`src/rtl/frame_proto_pkg.sv`:
```
// Protocol constants and state encodings shared by the frame receiver and the
// matching frame transmitter.
package frame_proto_pkg;

    localparam logic [7:0]  HDR0        = 8'hC8;
    localparam logic [7:0]  HDR1        = 8'hD2;
    localparam logic [15:0] SOF_WORD    = 16'hC5E3;
    localparam logic [15:0] EOF_WORD    = 16'hE3C5;
    localparam int          NPIX        = 256;
    localparam int          TIMEOUT_CYC = 50000;

    typedef logic [1:0] byte_state_t;
    localparam byte_state_t B_HDR0 = 2'd0;
    localparam byte_state_t B_HDR1 = 2'd1;
    localparam byte_state_t B_LO   = 2'd2;
    localparam byte_state_t B_HI   = 2'd3;

    typedef logic [1:0] frame_state_t;
    localparam frame_state_t F_IDLE = 2'd0;
    localparam frame_state_t F_PIX  = 2'd1;
    localparam frame_state_t F_EOF  = 2'd2;

    // Pixel words carry a zero tag nibble above the 12-bit value.
    function automatic logic is_pixel(input logic [3:0] tag);
        return (tag == 4'h0);
    endfunction

endpackage

```
`src/rtl/uart_word_asm.sv`:
```
// Byte-level packet FSM: hunts for the two header bytes, assembles a 16-bit
// little-endian word, and aborts a stalled packet after an inter-byte timeout.
module uart_word_asm #(
    parameter logic [7:0] HDR0        = frame_proto_pkg::HDR0,
    parameter logic [7:0] HDR1        = frame_proto_pkg::HDR1,
    parameter int         TIMEOUT_CYC = frame_proto_pkg::TIMEOUT_CYC
) (
    input  logic        clk,
    input  logic        rst_n,
    input  logic [7:0]  rx_byte_i,
    input  logic        rx_valid_i,
    output logic        word_v_o,
    output logic [15:0] word_o,
    output logic        timeout_o
);
    import frame_proto_pkg::byte_state_t;
    import frame_proto_pkg::B_HDR0;
    import frame_proto_pkg::B_HDR1;
    import frame_proto_pkg::B_LO;
    import frame_proto_pkg::B_HI;

    localparam int            TW       = $clog2(TIMEOUT_CYC + 1);
    localparam logic [TW-1:0] TMO_LAST = TW'(TIMEOUT_CYC - 1);

    byte_state_t   state_q, state_d;
    logic [7:0]    lo_q, lo_d;
    logic [15:0]   word_q, word_d;
    logic          word_v_q, word_v_d;
    logic [TW-1:0] tmr_q, tmr_d;
    logic          expire;

    // Combinational so the frame stage can register frame_err on the very next edge.
    assign expire = (state_q != B_HDR0) && !rx_valid_i && (tmr_q == TMO_LAST);

    always_comb begin
        state_d  = state_q;
        lo_d     = lo_q;
        word_d   = word_q;
        word_v_d = 1'b0;
        tmr_d    = tmr_q;
        if (rx_valid_i) begin
            tmr_d = '0;
            case (state_q)
                B_HDR0: begin
                    if (rx_byte_i == HDR0)
                        state_d = B_HDR1;
                end
                B_HDR1: begin
                    if (rx_byte_i == HDR1)
                        state_d = B_LO;
                    else if (rx_byte_i != HDR0)
                        state_d = B_HDR0;
                end
                B_LO: begin
                    lo_d    = rx_byte_i;
                    state_d = B_HI;
                end
                default: begin
                    word_d   = {rx_byte_i, lo_q};
                    word_v_d = 1'b1;
                    state_d  = B_HDR0;
                end
            endcase
        end else if (expire) begin
            state_d = B_HDR0;
            tmr_d   = '0;
        end else if (state_q != B_HDR0) begin
            tmr_d = tmr_q + 1'b1;
        end
    end

    always_ff @(posedge clk or negedge rst_n) begin
        if (!rst_n) begin
            state_q  <= B_HDR0;
            lo_q     <= '0;
            word_q   <= '0;
            word_v_q <= 1'b0;
            tmr_q    <= '0;
        end else begin
            state_q  <= state_d;
            lo_q     <= lo_d;
            word_q   <= word_d;
            word_v_q <= word_v_d;
            tmr_q    <= tmr_d;
        end
    end

    assign word_v_o  = word_v_q;
    assign word_o    = word_q;
    assign timeout_o = expire;

endmodule

```
`src/rtl/frame_rx_decoder.sv`:
```
// Frame-level decoder: turns assembled words into pixel writes, tracks the
// brightest pixel of each frame and publishes it when the frame closes cleanly.
module frame_rx_decoder #(
    parameter logic [7:0]  HDR0        = frame_proto_pkg::HDR0,
    parameter logic [7:0]  HDR1        = frame_proto_pkg::HDR1,
    parameter logic [15:0] SOF_WORD    = frame_proto_pkg::SOF_WORD,
    parameter logic [15:0] EOF_WORD    = frame_proto_pkg::EOF_WORD,
    parameter int          NPIX        = frame_proto_pkg::NPIX,
    parameter int          TIMEOUT_CYC = frame_proto_pkg::TIMEOUT_CYC
) (
    input  logic        clk,
    input  logic        rst_n,
    input  logic [7:0]  rx_byte,
    input  logic        rx_valid,
    output logic        pix_we,
    output logic [7:0]  pix_addr,
    output logic [11:0] pix_data,
    output logic        frame_done,
    output logic        frame_err,
    output logic [7:0]  peak_idx,
    output logic [11:0] peak_val,
    output logic [7:0]  frame_cnt
);
    import frame_proto_pkg::frame_state_t;
    import frame_proto_pkg::F_IDLE;
    import frame_proto_pkg::F_PIX;
    import frame_proto_pkg::F_EOF;
    import frame_proto_pkg::is_pixel;

    localparam logic [7:0] LAST_PIX = 8'(NPIX - 1);

    logic        word_v;
    logic [15:0] word;
    logic        tmo;

    uart_word_asm #(
        .HDR0        (HDR0),
        .HDR1        (HDR1),
        .TIMEOUT_CYC (TIMEOUT_CYC)
    ) u_word_asm (
        .clk        (clk),
        .rst_n      (rst_n),
        .rx_byte_i  (rx_byte),
        .rx_valid_i (rx_valid),
        .word_v_o   (word_v),
        .word_o     (word),
        .timeout_o  (tmo)
    );

    frame_state_t fstate_q, fstate_d;
    logic [7:0]   cnt_q, cnt_d;
    logic [7:0]   run_idx_q, run_idx_d;
    logic [11:0]  run_val_q, run_val_d;
    logic         pix_we_q, pix_we_d;
    logic [7:0]   pix_addr_q, pix_addr_d;
    logic [11:0]  pix_data_q, pix_data_d;
    logic         done_q, done_d;
    logic         err_q, err_d;
    logic [7:0]   peak_idx_q, peak_idx_d;
    logic [11:0]  peak_val_q, peak_val_d;
    logic [7:0]   frame_cnt_q, frame_cnt_d;

    always_comb begin
        fstate_d    = fstate_q;
        cnt_d       = cnt_q;
        run_idx_d   = run_idx_q;
        run_val_d   = run_val_q;
        pix_we_d    = 1'b0;
        pix_addr_d  = pix_addr_q;
        pix_data_d  = pix_data_q;
        done_d      = 1'b0;
        err_d       = 1'b0;
        peak_idx_d  = peak_idx_q;
        peak_val_d  = peak_val_q;
        frame_cnt_d = frame_cnt_q;
        if (tmo) begin
            fstate_d = F_IDLE;
            err_d    = 1'b1;
        end else if (word_v) begin
            case (fstate_q)
                F_IDLE: begin
                    if (word == SOF_WORD) begin
                        fstate_d  = F_PIX;
                        cnt_d     = '0;
                        run_idx_d = '0;
                        run_val_d = '0;
                    end
                end
                F_PIX: begin
                    if (is_pixel(word[15:12])) begin
                        pix_we_d   = 1'b1;
                        pix_addr_d = cnt_q;
                        pix_data_d = word[11:0];
                        // Strictly greater keeps the lowest index on ties.
                        if (word[11:0] > run_val_q) begin
                            run_val_d = word[11:0];
                            run_idx_d = cnt_q;
                        end
                        if (cnt_q == LAST_PIX)
                            fstate_d = F_EOF;
                        else
                            cnt_d = cnt_q + 8'd1;
                    end else begin
                        err_d = 1'b1;
                        if (word == SOF_WORD) begin
                            cnt_d     = '0;
                            run_idx_d = '0;
                            run_val_d = '0;
                        end else begin
                            fstate_d = F_IDLE;
                        end
                    end
                end
                default: begin
                    if (word == EOF_WORD) begin
                        done_d      = 1'b1;
                        peak_idx_d  = run_idx_q;
                        peak_val_d  = run_val_q;
                        frame_cnt_d = frame_cnt_q + 8'd1;
                        fstate_d    = F_IDLE;
                    end else if (word == SOF_WORD) begin
                        err_d     = 1'b1;
                        fstate_d  = F_PIX;
                        cnt_d     = '0;
                        run_idx_d = '0;
                        run_val_d = '0;
                    end else begin
                        err_d    = 1'b1;
                        fstate_d = F_IDLE;
                    end
                end
            endcase
        end
    end

    always_ff @(posedge clk or negedge rst_n) begin
        if (!rst_n) begin
            fstate_q    <= F_IDLE;
            cnt_q       <= '0;
            run_idx_q   <= '0;
            run_val_q   <= '0;
            pix_we_q    <= 1'b0;
            pix_addr_q  <= '0;
            pix_data_q  <= '0;
            done_q      <= 1'b0;
            err_q       <= 1'b0;
            peak_idx_q  <= '0;
            peak_val_q  <= '0;
            frame_cnt_q <= '0;
        end else begin
            fstate_q    <= fstate_d;
            cnt_q       <= cnt_d;
            run_idx_q   <= run_idx_d;
            run_val_q   <= run_val_d;
            pix_we_q    <= pix_we_d;
            pix_addr_q  <= pix_addr_d;
            pix_data_q  <= pix_data_d;
            done_q      <= done_d;
            err_q       <= err_d;
            peak_idx_q  <= peak_idx_d;
            peak_val_q  <= peak_val_d;
            frame_cnt_q <= frame_cnt_d;
        end
    end

    assign pix_we     = pix_we_q;
    assign pix_addr   = pix_addr_q;
    assign pix_data   = pix_data_q;
    assign frame_done = done_q;
    assign frame_err  = err_q;
    assign peak_idx   = peak_idx_q;
    assign peak_val   = peak_val_q;
    assign frame_cnt  = frame_cnt_q;

endmodule

```
`config.mk`:
```
export PLATFORM = sky130hd
export DESIGN_NAME = frame_rx_decoder
export DESIGN_NICKNAME = d
export VERILOG_FILES = /design/src/rtl/frame_proto_pkg.sv /design/src/rtl/uart_word_asm.sv /design/src/rtl/frame_rx_decoder.sv
export SDC_FILE = /design/constraint.sdc
export NUM_CORES = 1
export LEC_CHECK = 0
export CORE_MARGIN = 10
export CORE_UTILIZATION = 59
export CTS_BUF_LIST = sky130_fd_sc_hd__clkbuf_4 sky130_fd_sc_hd__clkbuf_8
export DETAILED_ROUTE_END_ITERATION = 16
export GPL_ROUTABILITY_DRIVEN = 0
export PLACE_DENSITY_LB_ADDON = 0.15
export SKIP_LAST_GASP = 1
export SLEW_MARGIN = 5
export SYNTH_ARGS = -nofsm -noshare
export SYNTH_HDL_FRONTEND = slang
export SYNTH_HIERARCHICAL = 1
export SYNTH_SLANG_ARGS = --single-unit
```
`constraint.sdc`:
```
create_clock -name clk -period 3.1 [get_ports clk]
set_clock_uncertainty 0.15 [all_clocks]
set_input_delay 0.62 -clock clk [delete_from_list [all_inputs] [get_ports clk]]
set_output_delay 0.62 -clock clk [all_outputs]
set_load 0.02 [all_outputs]
```
==> results of run 1 <==
[logic make-up (layout without fill, tap and decap cells)]
family / count (synthesis) / count (layout) / synth area share
AO/OA/AOI/OAI: 113 / 113 / 0.1296
XOR/XNOR: 19 / 19 / 0.02749
adder cells (fa/ha/maj): 15 / 15 / 0.03100
buffers and inverters: 50 / 128 / 0.03906
flip-flops: 124 / 124 / 0.5126
multiplexers: 46 / 46 / 0.08537
AND/OR/NAND/NOR: 202 / 202 / 0.1749
[cell type report]
| cell class | instances | area share |
|---|---|---|
| sequential | 124 | 0.4292 |
| inverter | 18 | 0.009346 |
| clock buffer | 19 | 0.03617 |
| clock inverter | 13 | 0.02267 |
| multi-input combinational | 395 | 0.3761 |
| timing repair buffer | 78 | 0.1035 |
| tap | 133 | 0.02302 |
[final timing paths]
path | startpoint | to | slack, ns | depth (start not counted)
setup / recovery | u_word_asm/tmr_q[0]$_DFFE_PN0P_ | run_val_q[7]$_DFFE_PN0P_ | 0.39 | 9
hold / removal | rst_n | pix_we$_DFF_PN0_ | -0.003 | 1
setup reg to reg | u_word_asm/tmr_q[0]$_DFFE_PN0P_ | run_val_q[7]$_DFFE_PN0P_ | 0.39 | 9
hold reg to reg | pix_addr[7]$_DFFE_PN0P_ | pix_addr[7]$_DFFE_PN0P_ | 0.33 | 2
max in group asynchronous | rst_n | run_val_q[7]$_DFFE_PN0P_ | 2.01 | 2
min in group clk | pix_addr[7]$_DFFE_PN0P_ | pix_addr[7]$_DFFE_PN0P_ | 0.33 | 2
[layer usage]
layer / global-route usage / vias to the layer above
met2: 0.3207 / 142
met3: 0.04607 / 39
met5: 0 / -
li1: - / 2212
met4: 0.08122 / 0
met1: 0.2413 / 2299
[cells in the mapped netlist, types with 3 or more instances]
| master | instances | area share |
|---|---|---|
| buf_2 | 8 | 0.0066 |
| a211oi_1 | 4 | 0.0050 |
| a21oi_1 | 16 | 0.013 |
| o211ai_1 | 33 | 0.041 |
| nand4_1 | 14 | 0.014 |
| nand2_1 | 78 | 0.048 |
| nor3_1 | 6 | 0.0050 |
| and2_1 | 3 | 0.0031 |
| mux2_2 | 45 | 0.084 |
| ha_1 | 15 | 0.031 |
| a32oi_1 | 11 | 0.016 |
| nor2_1 | 31 | 0.019 |
| nand4b_1 | 3 | 0.0043 |
| inv_1 | 18 | 0.011 |
| nor2b_1 | 4 | 0.0041 |
| nand3_1 | 23 | 0.019 |
| dfrtp_1 | 124 | 0.51 |
| a31oi_1 | 11 | 0.011 |
| o21ai_0 | 24 | 0.020 |
| xnor2_1 | 9 | 0.013 |
| clkbuf_1 | 18 | 0.011 |
| and3_1 | 11 | 0.011 |
| xor2_1 | 10 | 0.014 |
[state kept, by name, indices dropped and copies added (netlist names), 2 cells and up]
signal              cells
peak_idx                8
u_word_asm/tmr_q       16
pix_data               12
u_word_asm/state_q      2
frame_cnt               8
run_idx_q               8
fstate_q                2
u_word_asm/word_o      16
peak_val               12
u_word_asm/lo_q         8
cnt_q                   8
run_val_q              12
pix_addr                8
[per-stage QoR]
stage	setup slack, ns	total power [W]	instance area, um^2
after global placement	0.4080	0.001751	6804
after detailed placement	0.3417	0.001754	6804
final	0.3883	0.003218	7229
after floorplan	0.7685	0.001692	6053
after CTS	0.4037	0.003239	7229
after global routing	0.1451	0.003340	7229
[worst max-delay path: stages, from the launching register on]
cell and delay (ns):
dfrtp_1 0.44, ha_1 0.20, o211a_1 0.25, nand2_1 0.13, nor3_1 0.38, nand2b_1 0.20, a21o_1 0.31, nor2_2 0.13
buf_4 0.25, o211ai_1 0.17
[power groups by stage]
stage / Sequential, W / Clock [W] / Combinational (W)
2_1_floorplan: 0.00165 / 0 / 0.0000404
3_3_place_gp: 0.00165 / 0 / 0.0000994
3_5_place_dp: 0.00165 / 0 / 0.000103
4_1_cts: 0.00162 / 0.00152 / 0.000103
5_1_grt: 0.00162 / 0.00161 / 0.000114
6_report: 0.00162 / 0.00150 / 0.000101
==> results.ini, run 1 <==
[finish]
diodes=0
area_growth_pct=19.43
fill_cells=690
stdcell_count=780
nets=660
final_cell_mix=dfrtp_1, nand2_1, clkdlybuf4s50_1
utilization=0.7329
regArea_um2=3103
drive_above_1_share=0.1700
final_common_cell=dfrtp_1
multi_input_area_um2=2719

[logic_synthesis]
ys.flop_type=dfrtp_1
syn_area_per_cell_um2=10.64
synth-seq-cells=124
async_reset_ff_frac=1.000
syn_inst=569
yosysWarningCount=6
syn_area_um2=6053
synth-seq-area-share=0.5126
syn_nets=595
synth_edf_count=0
ys_types=62

[clocking]
postCtsSetupBuffers=0
ctsResizeCount=0
cts_hold_buffers=0
clk_pin_slew_worst_paths_ns=0.07
htree_levels=4
clk_latency_ns=0.43
cts_buffers=17
cts.sinks=124
cts_root_buffer=clkbuf_8
cts.path.max_buffers=2
cts_tree=done

[global_route]
grt_use_total=0.1952
grt_antenna_before_repair=0
grt_overflow=0
grt_pass1_wl_mm=23.62
grt_start_max_net_pins=87
grt_pass1_vias=4802

[sta]
slew_headroom=0.2712
timing.final.hold_violations=2
setup_viol=0
finalSetupTns_ns=0
period_minus_slack_ns=2.712
slew_viol_final=0
max_freq_mhz=368.8
fin_hold_ws_ns=-0.002558
tightestPinTransition_ns=1.093
finalCritPeriodShare=0.8747
grt_setup_unrepaired=false

[drt]
wl_met2_mm=6.816
highest_layer=met4
dr_total_vias=4692
drt_first_pass_iters=5
wl_met3_um=684
drtIter0Drc=415
met1Wirelength_mm=5.888
routed_wl_mm=13.78
post-route-drc-count=0
final_antenna_net_count=0
wl_per_cell_um=17.67
via_per_inst=6.015

[die]
coreArea_um2=9864
die_w_um=121.3
rows=36
io_pins=62
die_area_um2=14710
start_util=0.6136
die_y_um=121.3

[run_status]
status=finished with violations
violations=hold timing

[pwr]
p_per_area_nw_per_um2=445.1
ir_drop_mv=0.3111
power_frac_comb=0.031
p_int_w=0.002493
pwr-share-clk=0.465
power.switching_w=0.0007252
p_leak_nw=3.293
swShare=0.2253
seqPwrFrac=0.504

[setup_path]
endpoint_kind=flip-flop
start_kind=flip-flop
arrival_ns=2.90
cp.required_ns=3.29
crit_type=reg2reg
critPathMaxFanout=13

[place]
dp_hpwl_mm=9.610
placed_cells=748
port_buffers=61

[worst_hold_path]
hp-class=in2async

[job]
max-cap-violations=0

No activity file was read; power rests on OpenSTA's default activity.
==> run 2, diff against run 1 <==
ABC_CLOCK_PERIOD_IN_PS = 3100   (was not set)
==> results of run 2 <==
The final DEF is identical to that of run 1; final timing and power are the same.
==> edit, RTL diff (flow settings as in run 1) <==
Register the output `frame_done` once more, without a reset; this adds one clock of latency there. The other outputs are not delayed to match.
--- a/src/rtl/frame_rx_decoder.sv
+++ b/src/rtl/frame_rx_decoder.sv
@@ -168,3 +168,5 @@
     assign pix_data   = pix_data_q;
-    assign frame_done = done_q;
+    always_ff @(posedge clk) begin
+        frame_done <= done_q;
+    end
     assign frame_err  = err_q;
Check against the original RTL: same outputs for any inputs over 4 cycles, from zero or initial values and one cycle with rst_n low; that may be too few to reach the edited logic, so the function may still have changed.
==> edit against run 1 <==
- total power is 2.9% higher
- setup slack worse by 0.0020 ns
- global-route usage is 0.21 points higher
- utilization is 0.29 points higher
- sequential cell count is 1 higher
- area after synthesis is 0.33% higher
- wire length is 2.9% higher
- cell area is 0.85% higher
- via count is 1.9% higher
- combinational power is 4% higher
- largest cell class unchanged
- highest routed layer unchanged
==> edit: results (changes against run 1) <==
** Run status
- The run finished with clean final reports.

** GRT
- The all-layer global routing usage was 19.7% (+0.21 points).
- The met1 track demand over resource in global routing is 23.5% (-0.59 points).
- Pin count of the biggest net entering global routing :: 45 (-48%)
- The global-route wire length before repair was 23.6 mm (-0.23%).

** Final layout
- The filler cell count is 724 (+4.9%).
- Final Net Count :: 663 (+0.45%)
- Layout cells sized above 1 :: 17.2% (+0.23 points)

** Logic synthesis
- The net count after synthesis was 596 (+0.17%).
- FFs w/ async S/R, synth :: 99.2% (-0.80 points)
- The post-synthesis share of cell area spent on full adders, half adders and majority gates came to 3.09% (-0.010 points).
- The complex-gate fraction of the synthesized area is 12.9% (-0.043 points).
- Ranked by total cell area, the synthesized netlist is headed by sky130_fd_sc_hd__dfrtp_1 51%, sky130_fd_sc_hd__mux2_2 8.3%, sky130_fd_sc_hd__nand2_1 4.8%, sky130_fd_sc_hd__o211ai_1 4.1%, sky130_fd_sc_hd__ha_1 3.1%.
- Count of different cell masters after synthesis :: 63 (+1.6%)
- Xor/xnor cell area share of the yosys netlist :: 2.74% (-0.0091 points)

** Detailed routing
- The aggregate routed wire length was 14.2 mm (+2.9%).
- Total number of vias :: 4779 (+1.9%)
- The iteration-0 DRC count of the detailed router is 467 (+13%).
- Post-Route M1 WL :: 5.75 mm (-2.4%)
- Wire length on met3 :: 813 um (+19%)

** Worst setup path
- The largest fanout on the critical path came to 21 (+8).
- Data arrival, critical path :: 2.88 ns (-0.02 ns)
- End of the worst register-to-register path :: cnt_q[6]

** Placed design
- The pre-CTS setup slack is 0.257 ns (-0.0847 ns).

** Pwr
- Leakage power total :: 3.32 nW (+0.93%)
- Internal cell power :: 0.00259 W (+3.8%)
- Worst vdd rail ir drop :: 0.347 mV (+12%)

** Timing
- Final hold slack :: 0.0316 ns (+0.0341 ns)
## edit: cell types whose count changed after synthesis, sizes merged
cell   change
dfxtp      +1
## edit: area by class of cell
| type | instances | area share (%) |
|---|---|---|
| clock inverter | 13 | 2.61 |
| sequential | 125 | 42.8 |
| clock buffer | 19 | 3.59 |
| inverter | 18 | 0.927 |
| timing repair buffer | 80 | 10.5 |
| multi-input combinational | 395 | 37.3 |
| tap | 133 | 2.28 |
## edit: power groups by stage
stage | clock network (W) | logic (W) | registers (W)
6_report | 0.00157 | 0.000105 | 0.00163
4_1_cts | 0.00160 | 0.000106 | 0.00163
3_3_place_gp | 0 | 0.000103 | 0.00166
5_1_grt | 0.00169 | 0.000116 | 0.00163
3_5_place_dp | 0 | 0.000105 | 0.00166
2_1_floorplan | 0 | 0.0000404 | 0.00166
## edit: cell families (layout without fill, tap and decap cells)
logic type	after synthesis	count (layout)
AND/OR/NAND/NOR	202	202
XOR/XNOR	19	19
AO/OA/AOI/OAI	113	113
buffers and inverters	50	130
adder cells (fa/ha/maj)	15	15
multiplexers	46	46
flip-flops	125	125
## edit: metrics by stage
step                      total power (W)  cells  instance area, sq um
after global routing              0.00344    783                  7290
after detailed placement          0.00177    751                  6840
final                             0.00331    783                  7290
after global placement            0.00177    751                  6840
after CTS                         0.00334    783                  7290
after floorplan                   0.00171    570                  6070
## edit: worst max path at each step
stage                     depth (start not counted)  slack (ns)                 from          end
after global routing                              8        0.08  u_word_asm/tmr_q[5]     cnt_q[6]
after detailed placement                          7        0.26             rx_valid     cnt_q[6]
final                                             9        0.39  u_word_asm/tmr_q[0]     cnt_q[6]
after floorplan                                   9        0.77  u_word_asm/tmr_q[0]  peak_idx[7]
after global placement                            7        0.39             rx_valid     cnt_q[6]
after CTS                                         9        0.38  u_word_asm/tmr_q[0]     cnt_q[6]
